## src/rtl/cnu_sched_if.sv

```systemverilog
// Check-node scheduler bus: frame control, memory strobes, status.
// master = scheduler side, slave = decoder datapath/controller side.
interface cnu_sched_if #(
  parameter int ROW_W  = 4,
  parameter int ITER_W = 4
);
  logic              start;
  logic [ITER_W-1:0] max_iter;
  logic              hold;
  logic              syn_ok;
  logic              rd_en;
  logic [ROW_W-1:0]  rd_addr;
  logic              cnu_vld;
  logic              wr_en;
  logic [ROW_W-1:0]  wr_addr;
  logic [ITER_W-1:0] iter;
  logic              busy;
  logic              done;
  logic              conv;

  modport master (
    input  start, max_iter, hold, syn_ok,
    output rd_en, rd_addr, cnu_vld, wr_en, wr_addr,
    output iter, busy, done, conv
  );

  modport slave (
    output start, max_iter, hold, syn_ok,
    input  rd_en, rd_addr, cnu_vld, wr_en, wr_addr,
    input  iter, busy, done, conv
  );
endinterface

```

## src/rtl/cnu_sched.sv

```systemverilog
// Layered LDPC check-node row scheduler: issues rows, tracks the
// CNU pipeline, and runs the iterate / syndrome-check loop.
module cnu_sched #(
  parameter int N_CHK   = 16,
  parameter int ROW_W   = 4,
  parameter int CNU_LAT = 3,
  parameter int ITER_W  = 4
) (
  input logic         clk,
  input logic         rst,
  cnu_sched_if.master bus
);
  localparam int D = 1 + CNU_LAT;
  localparam logic [ROW_W-1:0] LAST = ROW_W'(N_CHK - 1);

  typedef enum logic [2:0] {
    IDLE, ISSUE, DRAIN, CHECK, FIN
  } state_t;

  state_t state_q, state_d;

  logic [ROW_W-1:0]  row_q;
  logic [ITER_W-1:0] iter_q;
  logic [ITER_W-1:0] max_q;
  logic [ITER_W-1:0] iter_nx;
  logic              busy_q;
  logic              conv_q;
  logic [D-1:0]      vld_sr;
  logic [ROW_W-1:0]  addr_sr [D];
  logic              rd_en;
  logic [ROW_W-1:0]  rd_addr;
  logic              done;
  logic              last_wr;

  assign iter_nx = iter_q + ITER_W'(1);
  assign last_wr = vld_sr[D-1] && (addr_sr[D-1] == LAST);

  // State register
  always_ff @(posedge clk or posedge rst) begin
    if (rst) state_q <= IDLE;
    else     state_q <= state_d;
  end

  // Next-state and issue strobes
  always_comb begin
    state_d = state_q;
    rd_en   = 1'b0;
    rd_addr = row_q;
    done    = 1'b0;
    unique case (state_q)
      IDLE:  if (bus.start) state_d = ISSUE;
      ISSUE: begin
        if (!bus.hold) begin
          rd_en = 1'b1;
          if (row_q == LAST) state_d = DRAIN;
        end
      end
      DRAIN: if (last_wr) state_d = CHECK;
      CHECK: begin
        if (bus.syn_ok || iter_nx == max_q) state_d = FIN;
        else                                state_d = ISSUE;
      end
      FIN: begin
        done    = 1'b1;
        state_d = IDLE;
      end
      default: state_d = IDLE;
    endcase
  end

  // Frame bookkeeping: row counter, iteration, limit, flags
  always_ff @(posedge clk or posedge rst) begin
    if (rst) begin
      row_q  <= '0;
      iter_q <= '0;
      max_q  <= '0;
      busy_q <= 1'b0;
      conv_q <= 1'b0;
    end else begin
      if (state_q == IDLE && bus.start) begin
        max_q  <= (bus.max_iter == '0) ? ITER_W'(1) : bus.max_iter;
        iter_q <= '0;
        row_q  <= '0;
        busy_q <= 1'b1;
        conv_q <= 1'b0;
      end
      if (rd_en)
        row_q <= (row_q == LAST) ? '0 : row_q + ROW_W'(1);
      if (state_q == CHECK) begin
        if (bus.syn_ok)            conv_q <= 1'b1;
        else if (iter_nx != max_q) iter_q <= iter_nx;
      end
      if (state_q == FIN) busy_q <= 1'b0;
    end
  end

  // Read-latency + CNU pipeline tracker; never stalled by hold
  always_ff @(posedge clk or posedge rst) begin
    if (rst) begin
      vld_sr <= '0;
      for (int i = 0; i < D; i++) addr_sr[i] <= '0;
    end else begin
      vld_sr     <= {vld_sr[D-2:0], rd_en};
      addr_sr[0] <= rd_addr;
      for (int i = 1; i < D; i++) addr_sr[i] <= addr_sr[i-1];
    end
  end

  assign bus.rd_en   = rd_en;
  assign bus.rd_addr = rd_addr;
  assign bus.cnu_vld = vld_sr[0];
  assign bus.wr_en   = vld_sr[D-1];
  assign bus.wr_addr = addr_sr[D-1];
  assign bus.iter    = iter_q;
  assign bus.busy    = busy_q;
  assign bus.done    = done;
  assign bus.conv    = conv_q;
endmodule

```

## src/flat_wrapper.sv

```systemverilog
// flat-port wrapper written by rule: the top's interface ports become plain ports
module cnu_sched_flat 
#(
  parameter int N_CHK   = 16,
  parameter int ROW_W   = 4,
  parameter int CNU_LAT = 3,
  parameter int ITER_W  = 4
)
  (clk, rst, bus_start, bus_max_iter, bus_hold, bus_syn_ok, bus_rd_en, bus_rd_addr, bus_cnu_vld, bus_wr_en, bus_wr_addr, bus_iter, bus_busy, bus_done, bus_conv);
  cnu_sched_if #(.ROW_W(ROW_W), .ITER_W(ITER_W)) bus_i ();
  input logic clk;
  input logic rst;
  input wire logic [$bits(bus_i.start)-1:0] bus_start;
  input wire logic [$bits(bus_i.max_iter)-1:0] bus_max_iter;
  input wire logic [$bits(bus_i.hold)-1:0] bus_hold;
  input wire logic [$bits(bus_i.syn_ok)-1:0] bus_syn_ok;
  output wire logic [$bits(bus_i.rd_en)-1:0] bus_rd_en;
  output wire logic [$bits(bus_i.rd_addr)-1:0] bus_rd_addr;
  output wire logic [$bits(bus_i.cnu_vld)-1:0] bus_cnu_vld;
  output wire logic [$bits(bus_i.wr_en)-1:0] bus_wr_en;
  output wire logic [$bits(bus_i.wr_addr)-1:0] bus_wr_addr;
  output wire logic [$bits(bus_i.iter)-1:0] bus_iter;
  output wire logic [$bits(bus_i.busy)-1:0] bus_busy;
  output wire logic [$bits(bus_i.done)-1:0] bus_done;
  output wire logic [$bits(bus_i.conv)-1:0] bus_conv;
  assign bus_i.start = bus_start;
  assign bus_i.max_iter = bus_max_iter;
  assign bus_i.hold = bus_hold;
  assign bus_i.syn_ok = bus_syn_ok;
  assign bus_rd_en = bus_i.rd_en;
  assign bus_rd_addr = bus_i.rd_addr;
  assign bus_cnu_vld = bus_i.cnu_vld;
  assign bus_wr_en = bus_i.wr_en;
  assign bus_wr_addr = bus_i.wr_addr;
  assign bus_iter = bus_i.iter;
  assign bus_busy = bus_i.busy;
  assign bus_done = bus_i.done;
  assign bus_conv = bus_i.conv;
  cnu_sched #(.N_CHK(N_CHK), .ROW_W(ROW_W), .CNU_LAT(CNU_LAT), .ITER_W(ITER_W)) u_core (.clk(clk), .rst(rst), .bus(bus_i));
endmodule
```

## config.mk

```make
export PLATFORM = sky130hd
export DESIGN_NAME = cnu_sched_flat
export DESIGN_NICKNAME = d
export VERILOG_FILES = /design/src/rtl/cnu_sched_if.sv /design/src/rtl/cnu_sched.sv /design/src/flat_wrapper.sv
export SDC_FILE = /design/constraint.sdc
export NUM_CORES = 1
export LEC_CHECK = 0
export CAP_MARGIN = 0
export CORE_MARGIN = 2
export CORE_UTILIZATION = 40
export DETAILED_ROUTE_END_ITERATION = 16
export PLACE_DENSITY = 0.6
export SYNTH_ARGS = -nofsm -noshare
export SYNTH_HDL_FRONTEND = slang
export SYNTH_SLANG_ARGS = --single-unit
```

## constraint.sdc

```tcl
create_clock -name clk -period 4.7 [get_ports clk]
set_input_delay 0.705 -clock clk [delete_from_list [all_inputs] [get_ports clk]]
set_output_delay 0.705 -clock clk [all_outputs]
set_load 0.005 [all_outputs]
```

==> results of run 1 <==
[where the power goes]
part	internal, mW	switching [mW]
Sequential	0.390	0.0412
Combinational	0.0828	0.0442
Clock	0.165	0.102
[registers in the layout, summed over array words and instances (netlist names)]
signal / count
u_core.addr_sr: 12
u_core.bus.busy: 1
u_core.bus.conv: 1
u_core.bus.iter: 4
u_core.bus.rd_addr: 4
u_core.bus.wr_addr: 4
u_core.max_q: 4
u_core.state_q: 3
u_core.vld_sr: 4
[metal layers]
metal / share of wire [%] / global-route usage (%) / vias up
li1: - / - / 434
met1: 47 / 15.4 / 410
met2: 47 / 20.3 / 18
met3: 4.3 / 4.93 / 6
met4: 2.3 / 6.52 / 0
met5: 0 / 0 / -
[layout by cell type, fill, tap and decap left out, types with 4 or more instances in the layout]
| cell type | instances |
|---|---|
| clkdlybuf4s50_1 | 26 |
| nor2_1 | 7 |
| o21ai_0 | 5 |
| a21oi_1 | 4 |
| dfrtp_1 | 37 |
| nand3_1 | 4 |
| clkbuf_4 | 5 |
| inv_1 | 6 |
[path summary, 6_finish.rpt]
path | startpoint | endpoint | slack, ns | cells past startpoint
worst max-delay path | bus_hold | bus_rd_en | 1.76 | 5
worst min-delay path | u_core.addr_sr[12]$_DFF_PP0_ | u_core.addr_sr[8]$_DFF_PP0_ | 0.35 | 0
worst max register to register | u_core.bus.iter[0]$_DFF_PP0_ | u_core.bus.iter[2]$_DFF_PP0_ | 2.80 | 6
worst min register to register | u_core.addr_sr[12]$_DFF_PP0_ | u_core.addr_sr[8]$_DFF_PP0_ | 0.35 | 0
max in group asynchronous | rst | u_core.bus.busy$_DFFE_PP0P_ | 3.62 | 3
min in group asynchronous | rst | u_core.bus.wr_addr[0]$_DFF_PP0_ | 0.75 | 3
[metrics by stage]
stage	cell area (sq um)	util (%)
CTS	1820	53.7
detailed placement	1720	50.7
global placement	1720	50.7
global route	1820	53.7
floorplan	1440	-
finish	1820	53.7
[final cells by class]
type | instances | area (sq um)
inverter | 6 | 22.5
clock buffer | 5 | 37.5
clock inverter | 3 | 65.1
sequential | 37 | 926
fill | 277 | 1570
multi-input combinational | 61 | 444
timing repair buffer | 27 | 268
tap | 46 | 57.6
[worst max-delay path, cell delays in order]
cell             delay, ns
clkdlybuf4s50_1       0.41
nor2_1                0.17
nand3b_1              0.21
inv_1                 0.21
clkdlybuf4s50_1       0.53
[cells by family after synthesis]
kind of cell | after synthesis | share of synthesized area, %
multiplexers | 3 | 2.35
adder cells (fa/ha/maj) | 2 | 1.74
XOR/XNOR | 6 | 4.61
flip-flops | 37 | 64.3
buffers and inverters | 12 | 4.78
AND/OR/NAND/NOR | 28 | 12.4
AO/OA/AOI/OAI | 22 | 9.74
==> results.md, run 1 <==
* Status: completed
* CP endpoint kind: output port
* GRT Overall Usage at 12.9%
* FMAX at 340 MHz
* Mapped cell area at 1440 sq um
* CTS buffer count at 5
* Cell taking the most area after synthesis: dfrtp_1
* Max Cap Violations at 0
* Synth cell types at 36
* CTS Sinks at 37
* Mapped Avg Cell Area at 13.1 sq um
* Final period util at 62.6%
* Core ar. at 3390 sq um
* Initial DRC count at 59
* I/O pins at 27
* Final std cells w/o fill at 185
* Cts hold-fix bufs at 0
* Synth Register Bits at 37
* Fin Hold WS at 0.350 ns
* TritonCTS clock tree: yes
* Post-synth top cells: dfrtp_1, nor2_1, inv_1, o21ai_0
* Fin. max-slew vios at 0
* ANT cells at 0
* Max IR drop VDD at 0.239 mV
* Synth Flop Type: dfrtp_1
* Most frequent cell after synthesis: dfrtp_1
* Slew margin rel. at 50.8%
* DRC viols at 0
* Antenna violations before repair at 0
* PwrDens at 453 nW/um^2
* Net Count, Synth at 121
* Ys Warns at 0
* DP Cell Count at 177
* Worst Setup Slack, final at 1.76 ns
* Layout cells sized above 1 at 12.2%
* Gp weighted congestion at 0.794
* Setup TNS at 0 ns
* Die footprint at 4090 sq um
* Port bufs at 26
* Grt ovf at 0
* Skew final at 0.00904 ns
* CTS Root Cell: clkbuf_4
* Async SR Flop Fraction at 100%
* Synth area leaders: dfrtp_1, mux2_2, buf_4
* Final hold violations at 0
* Vias at 868
* First-pass GRT wire length at 3940 um
* Routed len/inst at 12.1 um
* Setup Crit Path Kind: primary input to output port
* Remaining antenna violation count after routing at 0
* WP data arrival at 2.24 ns
* Worst-margin pin slew at 0.735 ns
* Yosys top cell area share at 64.3%
* Required time of the worst setup path at 3.99 ns
* Setup WS pre-CTS at 1.78 ns
* Cells after synthesis at 110
* Resize count post-CTS at 0
* Starting Density at 42.5%
* Min-Delay Path Class: register to register
* Crit-path max FO at 6
* Die Ht at 64.0 um
* Area growth from synthesis to layout at 26.5%
* Startpoint Class: primary input
* Vias in the first global route at 892
* Final setup fails at 0
* Std cell rows at 21
* Post-synth EDFFs at 0
* Clock Tree Buf Depth at 2
* Worst skew pair latency at 0.34 ns
* Tot Pwr at 0.825 mW
* Drt total wl at 2240 um
* Register area share after synthesis at 64.3%
* CTS clock-pin slew for the worst setup and hold paths at 0.11 ns
* RSZ-0062 raised after global routing: no
* Vias per cell at 4.69
* Post-CTS setup buffers at 0
* Die width at 64.0 um
* Crit path time final at 2.94 ns
* Largest net degree at the start of global routing at 38
* HPWL Detailed at 1580 um
* Leak Pwr at 0.833 nW
* H-tree levels at 2
* Drt pass-1 iters at 4
* Final #Nets at 149
Note: power is estimated with default switching activity, not from simulation.
==> run 2: changes to the inputs <==
- PLACE_DENSITY: 0.6 -> 0.62
- clock period: 4.7 -> 2.4 ns (I/O delays scaled with it)
==> results.md, run 2 (synthesis gave the netlist of run 1 again) <==
* Vias per cell at 4.83
* CP cell instances: nor2_2 > nand3b_1 > inv_2 > clkdlybuf4s50_1
* Starting Density at 42.5%
* Antenna violations before repair at 0
* H-tree levels at 2
* Crit path time final at 2.29 ns
* Final setup fails at 0
* CTS Root Cell: clkbuf_4
* Sequential standard cell area at 926 sq um
* GRT Overall Usage at 12.2%
* CTS clock-pin slew for the worst setup and hold paths at 0.10 ns
* Max Cap Violations at 0
* FMAX at 437 MHz
* Die width at 64.0 um
* Setup crit start: u_core.state_q[1]$_DFFE_PP0P_
* Die Ht at 64.0 um
* ANT cells at 0
* Multi-input gate area at 447 sq um
* Resize count post-CTS at 0
* Drt pass-1 iters at 4
* Most frequent cells in the layout: dfrtp_1, clkdlybuf4s50_1, nor2_1
* R2R Setup Slk at 0.54 ns
* Most Crowded Layer GR: met2
* Fin. max-slew vios at 0
* Required time of the worst setup path at 2.04 ns
* CTS Sinks at 37
* CP endpoint kind: output port
* M1 GR Usage at 14.3%
* Port bufs at 26
* Std cell rows at 21
* Max IR drop VDD at 0.372 mV
* Status: completed
* Drt total wl at 2220 um
* Hold path start: u_core.addr_sr[5]$_DFF_PP0_
* CP max-delay cell: clkdlybuf4s50_1
* Crit path largest cell delay at 0.52 ns
* Final hold violations at 0
* Post-Layout Inst Area at 1780 sq um
* Slew margin rel. at 70.7%
* Post-CTS setup buffers at 0
* PwrDens at 788 nW/um^2
* Final period util at 95.4%
* Fillers at 292
* TritonCTS clock tree: yes
* Worst-margin pin slew at 0.440 ns
* Clock Tree Buf Depth at 2
* RSZ-0062 raised after global routing: no
* Final #Nets at 150
* Initial DRC count at 58
* DRC viols at 0
* Worst skew pair latency at 0.34 ns
* Met2 Track Usage GR at 19.3%
* Setup Crit Path Kind: register to output port
* Max reg flops at 12
* GR Util met3 at 3.52%
* Core ar. at 3390 sq um
* Leak Pwr at 0.807 nW
* Largest reg by FF count: u_core.addr_sr
* Layout cells sized above 1 at 13.6%
* R2r startpoint: u_core.bus.iter[0]$_DFF_PP0_
* Die footprint at 4090 sq um
* Cts hold-fix bufs at 0
* Startpoint Class: register
* First-pass GRT wire length at 3690 um
* Fin Hold WS at 0.358 ns
* Vias in the first global route at 834
* Vias at 899
* Min-Delay Path Class: register to register
* Final std cells w/o fill at 186
* WP data arrival at 1.93 ns
* Largest net degree at the start of global routing at 38
* I/O pins at 27
* Skew final at 0.00555 ns
* Crit-path max FO at 8
* HPWL Detailed at 1620 um
* CTS buffer count at 5
* Area growth from synthesis to layout at 24.0%
* Commonest non-fill, non-tap cell in the layout: dfrtp_1
* Routed len/inst at 11.9 um
* Grt ovf at 0
* Remaining antenna violation count after routing at 0
* DP Cell Count at 178
* Gp weighted congestion at 0.806
* Placed Area at 1730 sq um
* Setup TNS at 0 ns
-- run 2: final timing paths --
check,end,cells past startpoint
max in group asynchronous,u_core.bus.iter[3]$_DFF_PP0_,3
worst min-delay path,u_core.bus.wr_addr[1]$_DFF_PP0_,0
worst max-delay path,bus_rd_en,4
worst min register to register,u_core.bus.wr_addr[1]$_DFF_PP0_,0
worst max register to register,u_core.bus.iter[2]$_DFF_PP0_,6
min in group asynchronous,u_core.addr_sr[8]$_DFF_PP0_,3
-- run 2: power breakdown --
part	internal (mW)	switching, mW	total, mW
clock	0.114	0.198	0.312
sequential	0.763	0.0802	0.843
combinational	0.163	0.0871	0.250
total	1.04	0.365	1.41
-- run 2: area by class of cell --
cell class                      instances  share of cell area (%)
Timing Repair Buffer                   28                    15.4
Clock inverter                          2                   0.842
Sequential cell                        37                    51.9
Tap cell                               46                    3.23
Inverter                                6                    1.26
Clock buffer                            6                    2.31
Multi-Input combinational cell         61                    25.0
-- run 2: layer usage --
| layer | wire length, um | vias to the layer above |
|---|---|---|
| met4 | 67 | 0 |
| met5 | 0 | - |
| met1 | 1020 | 432 |
| met2 | 1030 | 25 |
| li1 | - | 436 |
| met3 | 98 | 6 |
-- run 2: through the flow --
| stage | util [%] | setup WS, ns | power (mW) |
|---|---|---|---|
| 6_report | 52.6 | 0.111 | 1.41 |
| 5_1_grt | 52.6 | 0.0302 | 1.50 |
| 4_1_cts | 52.6 | 0.0356 | 1.43 |
| 3_5_place_dp | 50.9 | 0.157 | 1.11 |
| 3_3_place_gp | 50.9 | 0.203 | 1.10 |
| 2_1_floorplan | - | 0.643 | 0.981 |
-- run 2: critical path: cells and delay by family (launching register included) --
family	cells	cell delay, ns
buffers and inverters	2	0.70
flip-flops	1	0.50
AND/OR/NAND/NOR	2	0.40
